--- config.mk ---
export PLATFORM = sky130hd
export DESIGN_NAME = tracklet_product_rescale
export DESIGN_NICKNAME = d
export VERILOG_FILES = /design/src/rtl/tracklet_product_rescale.sv
export SDC_FILE = /design/constraint.sdc
export NUM_CORES = 1
export LEC_CHECK = 0
export BUFFER_PORTS_ARGS = -buffer_cell sky130_fd_sc_hd__buf_4
export CAP_MARGIN = 40
export CORE_UTILIZATION = 52
export CTS_BUF_LIST = sky130_fd_sc_hd__clkbuf_16
export CTS_CLUSTER_DIAMETER = 120
export CTS_CLUSTER_SIZE = 16
export DETAILED_ROUTE_END_ITERATION = 8
export HOLD_SLACK_MARGIN = 0.02
export PLACE_DENSITY = 0.82
export RECOVER_POWER = 50
export SYNTH_ARGS = -nofsm -noshare
export SYNTH_HDL_FRONTEND = slang
export SYNTH_SLANG_ARGS = --single-unit
--- constraint.sdc ---
create_clock -name ap_clk -period 2.2 [get_ports ap_clk]
set_clock_uncertainty 0.15 [all_clocks]
set_input_delay 0.44 -clock ap_clk [delete_from_list [all_inputs] [get_ports ap_clk]]
set_output_delay 0.44 -clock ap_clk [all_outputs]
set_load 0.05 [all_outputs]
--- src/rtl/tracklet_product_rescale.sv ---
// Rescales signed multiplier products to working precision: round half-up, arithmetic shift, saturate.
// Two-cycle latency, one item per cycle; a stalled output holds both stages and drops in_ready when full.
module tracklet_product_rescale #(
  parameter int IN_W  = 34,
  parameter int OUT_W = 18,
  parameter int SHIFT = 14,
  parameter int TAG_W = 7
) (
  input  logic             ap_clk,
  input  logic             ap_rst_n,
  input  logic             in_valid,
  output logic             in_ready,
  input  logic [IN_W-1:0]  in_product,
  input  logic [TAG_W-1:0] in_tag,
  output logic             out_valid,
  input  logic             out_ready,
  output logic [OUT_W-1:0] out_data,
  output logic [TAG_W-1:0] out_tag,
  output logic             out_ovf,
  input  logic             ovf_clear,
  output logic [15:0]      ovf_count
);

  localparam int SUM_W = IN_W + 1;
  localparam logic [SUM_W-1:0] RND     = {{(SUM_W-1){1'b0}}, 1'b1} << (SHIFT - 1);
  localparam logic [OUT_W-1:0] OUT_MAX = {1'b0, {(OUT_W-1){1'b1}}};
  localparam logic [OUT_W-1:0] OUT_MIN = {1'b1, {(OUT_W-1){1'b0}}};

  logic             s1_valid;
  logic [SUM_W-1:0] s1_sum;
  logic [TAG_W-1:0] s1_tag;
  logic             adv1;
  logic             adv2;
  logic [SUM_W-1:0] sum_d;
  logic [SUM_W-1:0] q;
  logic [SUM_W-OUT_W:0] q_hi;
  logic             q_ovf;
  logic [OUT_W-1:0] q_sat;

  assign adv2     = !out_valid || out_ready;
  assign adv1     = !s1_valid || adv2;
  assign in_ready = adv1;

  // One extra bit of headroom so adding the rounding constant never wraps.
  assign sum_d = {in_product[IN_W-1], in_product} + RND;
  assign q     = $signed(s1_sum) >>> SHIFT;

  // The result fits only if every bit above the output sign bit matches it.
  assign q_hi  = q[SUM_W-1:OUT_W-1];
  assign q_ovf = !((&q_hi) || !(|q_hi));
  assign q_sat = q_ovf ? (q[SUM_W-1] ? OUT_MIN : OUT_MAX) : q[OUT_W-1:0];

  always_ff @(posedge ap_clk) begin
    if (!ap_rst_n) begin
      s1_valid  <= 1'b0;
      s1_sum    <= '0;
      s1_tag    <= '0;
      out_valid <= 1'b0;
      out_data  <= '0;
      out_tag   <= '0;
      out_ovf   <= 1'b0;
    end else begin
      if (adv1) begin
        s1_valid <= in_valid;
        if (in_valid) begin
          s1_sum <= sum_d;
          s1_tag <= in_tag;
        end
      end
      if (adv2) begin
        out_valid <= s1_valid;
        if (s1_valid) begin
          out_data <= q_sat;
          out_tag  <= s1_tag;
          out_ovf  <= q_ovf;
        end
      end
    end
  end

  // Clear wins over a coincident increment; the count sticks at all-ones.
  always_ff @(posedge ap_clk) begin
    if (!ap_rst_n) begin
      ovf_count <= '0;
    end else if (ovf_clear) begin
      ovf_count <= '0;
    end else if (out_valid && out_ready && out_ovf && (ovf_count != 16'hFFFF)) begin
      ovf_count <= ovf_count + 16'd1;
    end
  end

endmodule

# After elaboration in Yosys (flattened, before gate mapping)
# Index checks and enable logic that the tools add are counted.
[classes]
reduce_logical = 15
eq_ne = 1
bitwise = 1
addsub = 2
mux = 2
[op_table]
columns = ["cell", "count"]
rows = [
  ["2-to-1 mux 18 bit", 2],
  ["adder 34 x 15 -> 35 bit, second input constant", 1],
  ["adder 16 x 1 -> 16 bit, second input constant", 1],
  ["!= test 16 bit, second input constant", 1],
  ["logical NOT 1 bit", 4],
  ["AND reduction 2 bit", 2],
  ["AND reduction 4 bit", 1],
  ["OR reduction 4 bit", 1],
  ["logical AND 1 bit", 3],
  ["logical OR 1 bit", 3],
  ["OR reduction 2 bit", 1],
  ["NOT 1 bit", 1],
]
[totals]
out_inout_bits = 44
register_bits = 86
in_bits = 46

# Logic depth before layout (Yosys ltp)
# Gate-level depths: netlist of run 1.
[depth]
word_depth = 4
mapped_depth = 6
ltp_nobuf = 5

# Worst setup path before layout of run 1
# OpenSTA, ideal clock, no wires.
[synth_timing]
path_kind = "register -> register"
from = "reg ovf_count[0]"
to = "reg ovf_count[13]"
setup_slack_ns = -0.145
required_ns = 1.929
arrival_ns = 2.074
synth_period_minus_slack_ns = 2.345
path_stages_with_launch = 6
n_path_buf = 0
setup_time_ns = 0.121
cell_sequence = "dfxtp_1 > ha_1 > nand4_1 > nor4_2 > nand4b_1 > mux2_2"
[synth_via]
elab_chain_len = 2
[synth_rtl]
columns = ["item", "line_no", "text"]
rows = [
  ["start, declared", "21", "output logic [15:0] ovf_count"],
  ["start signal, assigned", "88", "ovf_count <= ovf_count + 16'd1;"],
  ["parallel branches: the longest is 2 deep, another holds adder 16 x 1 -> 16 bit", "-", ""],
]
# Parallel ways; which one is timed is not known.
# A chain may end at the register's enable or synchronous reset.

# Worst setup path after layout of run 1
[layout_timing]
from = "reg ovf_count[0]"
to = "reg ovf_count[14]"
# Same word-level chain as after synthesis.

==> results of run 1 <==
-- cells in the mapped netlist, drive strengths merged, types with 8 or more instances --
master	n
a21oi	75
dfxtp	72
nand2	48
o21ai	40
clkbuf	20
nand3	16
nor2	15
xnor2	11
nand4	9
or3	9
or4	9
nor4	8
-- logic make-up after synthesis --
family	count (synthesis)	share of synthesized area, %
buffers and inverters	30	3.58
multiplexers	2	0.661
flip-flops	72	44.8
XOR/XNOR	13	3.54
adder cells (fa/ha/maj)	2	0.777
AND/OR/NAND/NOR	143	24.0
AO/OA/AOI/OAI	135	22.7
-- through the flow --
stage | power [W] | util [%]
finish | 0.00341 | 68.8
global route | 0.00352 | 68.8
CTS | 0.00344 | 71.3
detailed placement | 0.00190 | 65.9
global placement | 0.00188 | 65.9
floorplan | 0.00172 | -
-- sequential cells by signal (all words and copies together), names as in the netlist --
| name | count |
|---|---|
| out_data | 18 |
| out_ovf | 1 |
| out_tag | 7 |
| out_valid | 1 |
| ovf_count | 16 |
| s1_sum | 21 |
| s1_tag | 7 |
| s1_valid | 1 |
-- layer usage --
layer,up-vias,wire length (um)
li1,1617,-
met1,1506,3610
met2,118,3920
met3,16,561
met4,0,146
met5,-,0
-- cell type report --
type	count	share of cell area, %
clock buffers	9	5.50
multi-input cells	295	40.6
repair buffers	90	13.2
inverters	8	0.733
well taps	75	2.29
clock inverters	7	2.32
flip-flops and latches	72	35.4
-- power by group --
| part | leakage (nW) | switching (W) | internal (W) |
|---|---|---|---|
| sequential | 0.594 | 0.0000372 | 0.00137 |
| combinational | 0.733 | 0.000302 | 0.000139 |
| clock | 0.156 | 0.000562 | 0.000994 |
| total | 1.48 | 0.000901 | 0.00250 |
-- layout by cell type, fill, tap and decap left out, types with 8 or more instances in the layout --
master / instances
a21oi_1: 75
buf_4: 49
clkbuf_1: 39
clkbuf_16: 9
dfxtp_1: 66
nand2_1: 48
nand3_1: 14
nand4_1: 9
nor2_1: 15
o21ai_0: 40
or3_1: 8
or4_1: 8
xnor2_1: 11
-- critical path, delay by kind of cell, from the launching register on --
family | cells | cell delay [ns]
AND/OR/NAND/NOR | 3 | 0.95
AO/OA/AOI/OAI | 1 | 0.17
adder cells (fa/ha/maj) | 1 | 0.22
flip-flops | 1 | 0.36
-- worst min path at each step --
stage | startpoint | to | depth (start not counted)
2_1_floorplan | s1_tag[0] | out_tag[0] | 2
3_5_place_dp | s1_tag[1] | out_tag[1] | 2
3_3_place_gp | s1_tag[6] | out_tag[6] | 2
4_1_cts | in_tag[5] | s1_tag[5] | 3
6_report | in_tag[5] | s1_tag[5] | 3
5_1_grt | in_tag[5] | s1_tag[5] | 3
==> results.json, run 1 <==
{
  "stdcell_count": 556,
  "clockBufferDepth": 2,
  "ant_nets": 0,
  "die_x_um": 80.7,
  "cp_cell_sequence": "ha_1 > and4_1 > nand3_1 > or4_1 > a21oi_1",
  "cts_sinks": 72,
  "hpwl_mm": 5.61,
  "grt_util_met1_pct": 35.2,
  "fin_crit_ns": 1.92,
  "synth.distinct_cells": 41,
  "critical_path_class": "flip-flop to flip-flop",
  "final_nets": 524,
  "fin_ws_ns": 0.281,
  "grt_use_met2_pct": 40.0,
  "use_met3_pct": 6.02,
  "wirelength_mm": 8.24,
  "synth_edf_count": 0,
  "required_ns": 2.31,
  "crit_arrival_ns": 2.03,
  "hp-class": "input pin to flip-flop",
  "vdd_drop_max_mv": 0.589,
  "track_usage_pct": 25.8,
  "max_slew_margin_pct": 50.8,
  "final_cell_area_um2": 4100,
  "wl_per_cell_um": 14.8,
  "numPlacedInstances": 540,
  "grt_pass1_wl_mm": 13.0,
  "drc": 0,
  "clk_pin_slew_ns": 0.06,
  "synth_seq_area_share_pct": 44.8,
  "cellLeakagePower_nw": 1.48,
  "area_growth_pct": 27.2,
  "drt-initial-drc-count": 241,
  "finalSetupTns_ns": 0,
  "ioPinCount": 90,
  "fmax_mhz": 521,
  "rows": 28,
  "critPathCapture": "ovf_count[14]",
  "cts.repair.resized": 0,
  "r2r_slack_ns": 0.28,
  "yosysWarnings": 0,
  "finalHoldViolCount": 0,
  "drive_gt1_share_pct": 16.8,
  "critPathLaunch": "ovf_count[0]",
  "dp_slack_ns": 0.104,
  "viasPerCell": 5.86,
  "synth.net_count": 445,
  "synthFlopType": "dfxtp_1",
  "async_flop_share_pct": 0,
  "seqCellArea_um2": 1450,
  "r2r_cells": 5,
  "grt.overflow.total": 0,
  "cts_setup_buffers": 0,
  "fin_hold_ws_ns": 0.210,
  "setup_viol": 0,
  "dr.pass1.iters": 6,
  "cts_tree": "built",
  "worst_skew_pair.late_latency_ns": 0.33,
  "yosysTopAreaCell": "dfxtp_1",
  "fin_crit_sh_pct": 87.2,
  "postPlaceCellArea_um2": 3930,
  "die_area_um2": 6510,
  "hold_buffers": 0,
  "crit_path_top_delay_cell": "or4_1",
  "cts_root_buf": "clkbuf_16",
  "multiInputGateArea_um2": 1660,
  "cp-end-kind": "flip-flop",
  "final_max_slew_viol_count": 0,
  "synth_area_um2": 3220,
  "cap_violations": 0,
  "busiest_layer": "met2",
  "synth_top_area_share_pct": 44.8,
  "fillCellCount": 539,
  "die_h_um": 80.7,
  "ys_seq_elements": 72,
  "regToRegEndpoint": "ovf_count[14]",
  "cp-start-kind": "flip-flop",
  "cts_htree_levels": 3,
  "core_um2": 5960,
  "avgSynthCellArea_um2": 8.11,
  "gp_congestion": 0.881,
  "grt_setup_unrepaired": "no",
  "io_buffers": 76,
  "antennaDiodeCount": 0,
  "worst_pin_slew_ns": 0.738,
  "synthCells": 397,
  "grt_max_degree": 46,
  "status": "finished, final reports clean",
  "vias": 3257,
  "synth_area_leaders": "dfxtp_1 45%, a21oi_1 12%, o21ai_0 6.2%",
  "grt_pass1_vias": 2814,
  "cpPeakStageDelay_ns": 0.51,
  "powerDensity_nw_per_um2": 832,
  "path_max_fanout": 6,
  "initial_core_util_pct": 54.1,
  "antenna_found_initial": 0,
  "r2r_start": "ovf_count[0]",
  "cts_buffers": 9
}
(Power assumes the default switching activity.)
==> inputs of run 2 (changes only) <==
--- a/config.mk
+++ b/config.mk
@@ -7,6 +7,7 @@
 export LEC_CHECK = 0
 export BUFFER_PORTS_ARGS = -buffer_cell sky130_fd_sc_hd__buf_4
 export CAP_MARGIN = 40
+export CORE_MARGIN = 3
 export CORE_UTILIZATION = 52
 export CTS_BUF_LIST = sky130_fd_sc_hd__clkbuf_16
 export CTS_CLUSTER_DIAMETER = 120
==> constraint.sdc (replaced) <==
create_clock -name ap_clk -period 2.2 [get_ports ap_clk]
set_clock_uncertainty 0.15 [all_clocks]
set_input_delay 0.55 -clock ap_clk [delete_from_list [all_inputs] [get_ports ap_clk]]
set_output_delay 0.55 -clock ap_clk [all_outputs]
set_load 0.05 [all_outputs]
==> run 2 against run 1 <==
Against the previous run: routed wire length is 1.9% higher; via count up 0.49%; register-to-register slack worse by 0.11 ns; power fell by 3.5%; largest cell class unchanged; largest power group unchanged.
==> results.json, run 2 (synthesis gave the netlist of run 1 again) <==
{
  "required_ns": 2.27,
  "cellLeakagePower_nw": 1.50,
  "cts_buffers": 9,
  "numPlacedInstances": 546,
  "regToRegEndpoint": "ovf_count[13]",
  "worst_skew_pair.late_latency_ns": 0.33,
  "fmax_mhz": 494,
  "antenna_found_initial": 0,
  "io_buffers": 76,
  "p_clk_share_pct": 43.6,
  "stdcell_count": 562,
  "final_cell_area_um2": 4120,
  "powerDensity_nw_per_um2": 797,
  "hp-class": "flip-flop to flip-flop",
  "cts_tree": "built",
  "cp-end-kind": "flip-flop",
  "critical_path_class": "flip-flop to flip-flop",
  "hold_end": "out_tag[2]",
  "finalHoldViolCount": 0,
  "cp_cell_sequence": "ha_1 > nand4_1 > nor4_2 > nand4b_1 > mux2_2",
  "cts_root_buf": "clkbuf_16",
  "crit_path_top_delay_cell": "nor4_2",
  "hold-path-cell-count": 2,
  "wirelength_mm": 8.40,
  "fin_crit_ns": 2.03,
  "viasPerCell": 5.82,
  "drc": 0,
  "grt.overflow.total": 0,
  "finalSetupTns_ns": 0,
  "fin_crit_sh_pct": 92.1,
  "drt-initial-drc-count": 204,
  "track_usage_pct": 24.1,
  "ant_nets": 0,
  "cts_setup_buffers": 0,
  "layout_commonest_cell": "a21oi_1",
  "min-delay-start": "s1_tag[2]",
  "final_cell_mix": "75 x a21oi_1, 66 x dfxtp_1, 57 x buf_4, 48 x nand2_1, 40 x o21ai_0",
  "vdd_drop_max_mv": 0.480,
  "hold_buffers": 0,
  "area_growth_pct": 28.1,
  "reg.largest.list": "s1_sum (21), out_data (18), ovf_count (16)",
  "vias": 3273,
  "p_seq_share_pct": 42.9,
  "die_h_um": 84.7,
  "clockBufferDepth": 2,
  "power.internal_w": 0.00239,
  "die_x_um": 84.7,
  "cp-start-kind": "flip-flop",
  "cts.repair.resized": 0,
  "total_power_w": 0.00329,
  "combPwrFrac_pct": 13.5,
  "r2r_cells": 5,
  "grt_max_degree": 46,
  "hpwl_mm": 5.95,
  "final_util_pct": 69.2,
  "largest_reg_flops": 21,
  "postPlaceCellArea_um2": 3970,
  "rows": 28,
  "wl_per_cell_um": 14.9,
  "cap_violations": 0,
  "cpPeakStageDelay_ns": 0.39,
  "path_max_fanout": 6,
  "core_um2": 5960,
  "dr.pass1.iters": 5,
  "p_sw_w": 0.000896,
  "crit_arrival_ns": 2.09,
  "netSwitchingFraction_pct": 27.3,
  "cts_sinks": 72,
  "worst_pin_slew_ns": 0.641,
  "die_area_um2": 7170,
  "final_nets": 530,
  "setup_viol": 0,
  "ioPinCount": 90,
  "initial_core_util_pct": 54.1,
  "r2r_start": "ovf_count[0]",
  "r2r_slack_ns": 0.17,
  "clk_pin_slew_ns": 0.06,
  "antennaDiodeCount": 0,
  "final_max_slew_viol_count": 0,
  "gp_congestion": 0.904,
  "grt_pass1_vias": 3060,
  "grt_pass1_wl_mm": 14.1,
  "max_slew_margin_pct": 57.4,
  "status": "finished, final reports clean",
  "cts_htree_levels": 3,
  "grt_setup_unrepaired": "no",
  "regMostFlops": "s1_sum",
  "drive_gt1_share_pct": 18.3
}
-- run 2: cell count changes in the layout (fill, tap and decap cells not counted), sizes merged --
cell	before	now
buf	50	58
clkbuf	49	47
clkinvlp	1	3
bufinv	2	1
clkinv	4	3
-- run 2: layer usage --
| metal | wire (um) | vias to the layer above | global-route usage [%] |
|---|---|---|---|
| met2 | 4040 | 94 | 39.4 |
| met3 | 479 | 9 | 4.02 |
| met5 | 0 | - | 0 |
| li1 | - | 1622 | - |
| met4 | 101 | 0 | 9.35 |
| met1 | 3770 | 1548 | 31.9 |
-- run 2: stage by stage --
stage,worst slack [ns],hold slack [ns]
global placement,0.0272,0.287
floorplan,0.0118,0.282
finish,0.174,0.303
global route,0.0995,0.321
detailed placement,0.0216,0.295
CTS,0.193,0.303
-- run 2: worst max-delay path by stage --
stage	startpoint	cells past startpoint	to
2_1_floorplan	ovf_count[2]	4	ovf_count[13]
6_report	ovf_count[0]	5	ovf_count[13]
4_1_cts	ovf_count[0]	5	ovf_count[13]
5_1_grt	ovf_count[0]	5	ovf_count[13]
3_5_place_dp	in_product[15]	5	s1_sum[34]
3_3_place_gp	in_product[13]	6	s1_sum[31]
-- run 2: area by class of cell --
type	count	area (um2)
multi-input combinational	295	1660
tap	75	93.8
inverter	8	30.0
clock inverter	7	71.3
timing repair buffer	96	592
sequential	72	1450
fill	514	1830
clock buffer	9	225
-- run 2: critical path, delay by kind of cell (launching register included) --
kind | cells | cell delay (ns)
adder cells (fa/ha/maj) | 1 | 0.23
flip-flops | 1 | 0.37
multiplexers | 1 | 0.35
AND/OR/NAND/NOR | 3 | 0.81
-- run 2: power groups by stage --
stage                     Sequential, W  Clock [W]  Combinational, W
after floorplan                 0.00153          0          0.000185
after global placement          0.00143          0          0.000457
after detailed placement        0.00144          0          0.000466
after CTS                       0.00141    0.00145          0.000471
after global routing            0.00142    0.00151          0.000483
final                           0.00141    0.00143          0.000443
==> inputs of run 3 (changes only) <==
--- a/config.mk
+++ b/config.mk
@@ -14,7 +14,7 @@
 export CTS_CLUSTER_SIZE = 16
 export DETAILED_ROUTE_END_ITERATION = 8
 export HOLD_SLACK_MARGIN = 0.02
-export PLACE_DENSITY = 0.82
+export PLACE_DENSITY = 0.87
 export RECOVER_POWER = 50
 export SYNTH_ARGS = -nofsm -noshare
 export SYNTH_HDL_FRONTEND = slang
==> run 3 against run 2 <==
Against the previous run: critical path depth shrank 2; global-route usage hardly changed; sequential power is essentially flat; routed wire length rose by 2.1%; sequential cell count did not move; register-to-register slack improved by 0.14 ns; die area unchanged; sequential share of layout area is 0.19 points higher; final cell count decreased by 0.71%; critical endpoint is now in_ready; highest routed layer unchanged.
==> results.json, run 3 (synthesis gave the netlist of run 1 again) <==
{
  "regToRegEndpoint": "ovf_count[14]",
  "fin_crit_sh_pct": 89.3,
  "r2r_start": "ovf_count[0]",
  "drt-initial-drc-count": 191,
  "cts_root_buf": "clkbuf_16",
  "vias": 3245,
  "viasPerCell": 5.82,
  "cellLeakagePower_nw": 1.49,
  "core_um2": 5960,
  "total_power_w": 0.00336,
  "initial_core_util_pct": 54.1,
  "clockBufferDepth": 2,
  "netSwitchingFraction_pct": 25.9,
  "ant_nets": 0,
  "fin_crit_ns": 1.96,
  "hold_buffers": 0,
  "hpwl_mm": 5.92,
  "r2r_cells": 5,
  "die_x_um": 84.7,
  "grt.overflow.total": 0,
  "ioPinCount": 90,
  "wl_per_cell_um": 15.4,
  "setup_viol": 0,
  "largest_reg_flops": 21,
  "io_buffers": 76,
  "grt_max_degree": 46,
  "grt_pass1_wl_mm": 14.0,
  "cts.repair.resized": 0,
  "regMostFlops": "s1_sum",
  "die_h_um": 84.7,
  "hold_end": "out_tag[0]",
  "status": "finished, final reports clean",
  "cts_htree_levels": 3,
  "p_clk_share_pct": 44.9,
  "track_usage_pct": 24.2,
  "dr.pass1.iters": 4,
  "drc": 0,
  "p_sw_w": 0.000872,
  "antennaDiodeCount": 0,
  "required_ns": 1.50,
  "r2r_slack_ns": 0.31,
  "reg.largest.list": "s1_sum (21), out_data (18), ovf_count (16)",
  "powerDensity_nw_per_um2": 820,
  "power.internal_w": 0.00249,
  "fin_ws_ns": 0.236,
  "area_growth_pct": 27.4,
  "cts_buffers": 9,
  "final_cell_mix": "75 x a21oi_1, 66 x dfxtp_1, 51 x buf_4, 48 x nand2_1, 40 x o21ai_0",
  "rows": 28,
  "layout_commonest_cell": "a21oi_1",
  "antenna_found_initial": 0,
  "drive_gt1_share_pct": 17.0,
  "cp-end-kind": "output pin",
  "final_max_slew_viol_count": 0,
  "cts_setup_buffers": 0,
  "worst_pin_slew_ns": 0.729,
  "final_nets": 526,
  "worst_skew_pair.late_latency_ns": 0.33,
  "gp_congestion": 0.913,
  "wirelength_mm": 8.58,
  "hp-class": "flip-flop to flip-flop",
  "dp_slack_ns": -0.00246,
  "clk_pin_slew_ns": 0.05,
  "min-delay-start": "out_tag[0]",
  "p_seq_share_pct": 41.9,
  "max_slew_margin_pct": 51.4,
  "critical_path_class": "flip-flop to output pin",
  "cp-start-kind": "flip-flop",
  "vdd_drop_max_mv": 0.546,
  "grt_pass1_vias": 3047,
  "cts_sinks": 72,
  "combPwrFrac_pct": 13.2,
  "path_max_fanout": 5,
  "grt_setup_unrepaired": "no",
  "fmax_mhz": 509,
  "crit_arrival_ns": 1.26,
  "die_area_um2": 7170,
  "finalHoldViolCount": 0,
  "fillCellCount": 504,
  "cts_tree": "built",
  "cap_violations": 0,
  "hold-path-cell-count": 2
}
==> run 3: cell types whose count changed in the layout (fill, tap and decap cells not counted) <==
cell        delta
and2_0         +1
and2_1         -1
buf_4          -6
bufinv_16      +1
clkbuf_1       +2
clkinv_1       +1
clkinv_2       +1
clkinvlp_4     -2
inv_6          -1
==> run 3: power by group through the flow <==
| stage | clock network (W) | registers (W) | logic [W] |
|---|---|---|---|
| CTS | 0.00153 | 0.00141 | 0.000474 |
| detailed placement | 0 | 0.00144 | 0.000466 |
| floorplan | 0 | 0.00153 | 0.000185 |
| finish | 0.00151 | 0.00141 | 0.000444 |
| global route | 0.00159 | 0.00142 | 0.000484 |
| global placement | 0 | 0.00143 | 0.000454 |
==> run 3: per-stage QoR <==
step | instance area, um2 | hold slack, ns | util [%] | std cells | TNS, ns
after floorplan | 3230 | 0.282 | - | 397 | 0
after global placement | 3940 | 0.288 | 66.2 | 542 | 0
after detailed placement | 3940 | 0.295 | 66.2 | 542 | -0.00246
after CTS | 4250 | 0.302 | 71.4 | 558 | 0
after global routing | 4100 | 0.323 | 68.9 | 558 | 0
final | 4100 | 0.305 | 68.9 | 558 | 0
==> run 3: worst max path at each step <==
stage | start | end | slack [ns]
after floorplan | ovf_count[2] | ovf_count[13] | 0.01
after global placement | in_product[13] | s1_sum[31] | 0.06
after detailed placement | in_product[13] | s1_sum[31] | -0.002
after CTS | out_valid | in_ready | 0.22
after global routing | out_valid | in_ready | 0.18
final | out_valid | in_ready | 0.24
==> run 3: final cells by class <==
type                            count  area (um2)  share of cell area [%]
Multi-Input combinational cell    295        1660                    40.5
Timing Repair Buffer               92         554                    13.5
Clock inverter                      7        86.3                    2.10
Tap cell                           75        93.8                    2.29
Clock buffer                        9         225                    5.49
Sequential cell                    72        1450                    35.3
Inverter                            8        30.0                   0.732
==> run 3: layer usage <==
| metal | vias to the layer above | track usage [%] | part of all wire [%] |
|---|---|---|---|
| met1 | 1495 | 30.9 | 43 |
| met2 | 117 | 38.8 | 49 |
| met4 | 0 | 12.2 | 1.9 |
| met5 | - | 0 | 0 |
| met3 | 15 | 4.71 | 6.1 |
| li1 | 1618 | - | - |
==> run 3: worst max-delay path, stage by stage (launching register included) <==
cell and delay (ns):
dfxtp_1 0.38, and3b_1 0.24, inv_1 0.11, buf_4 0.20
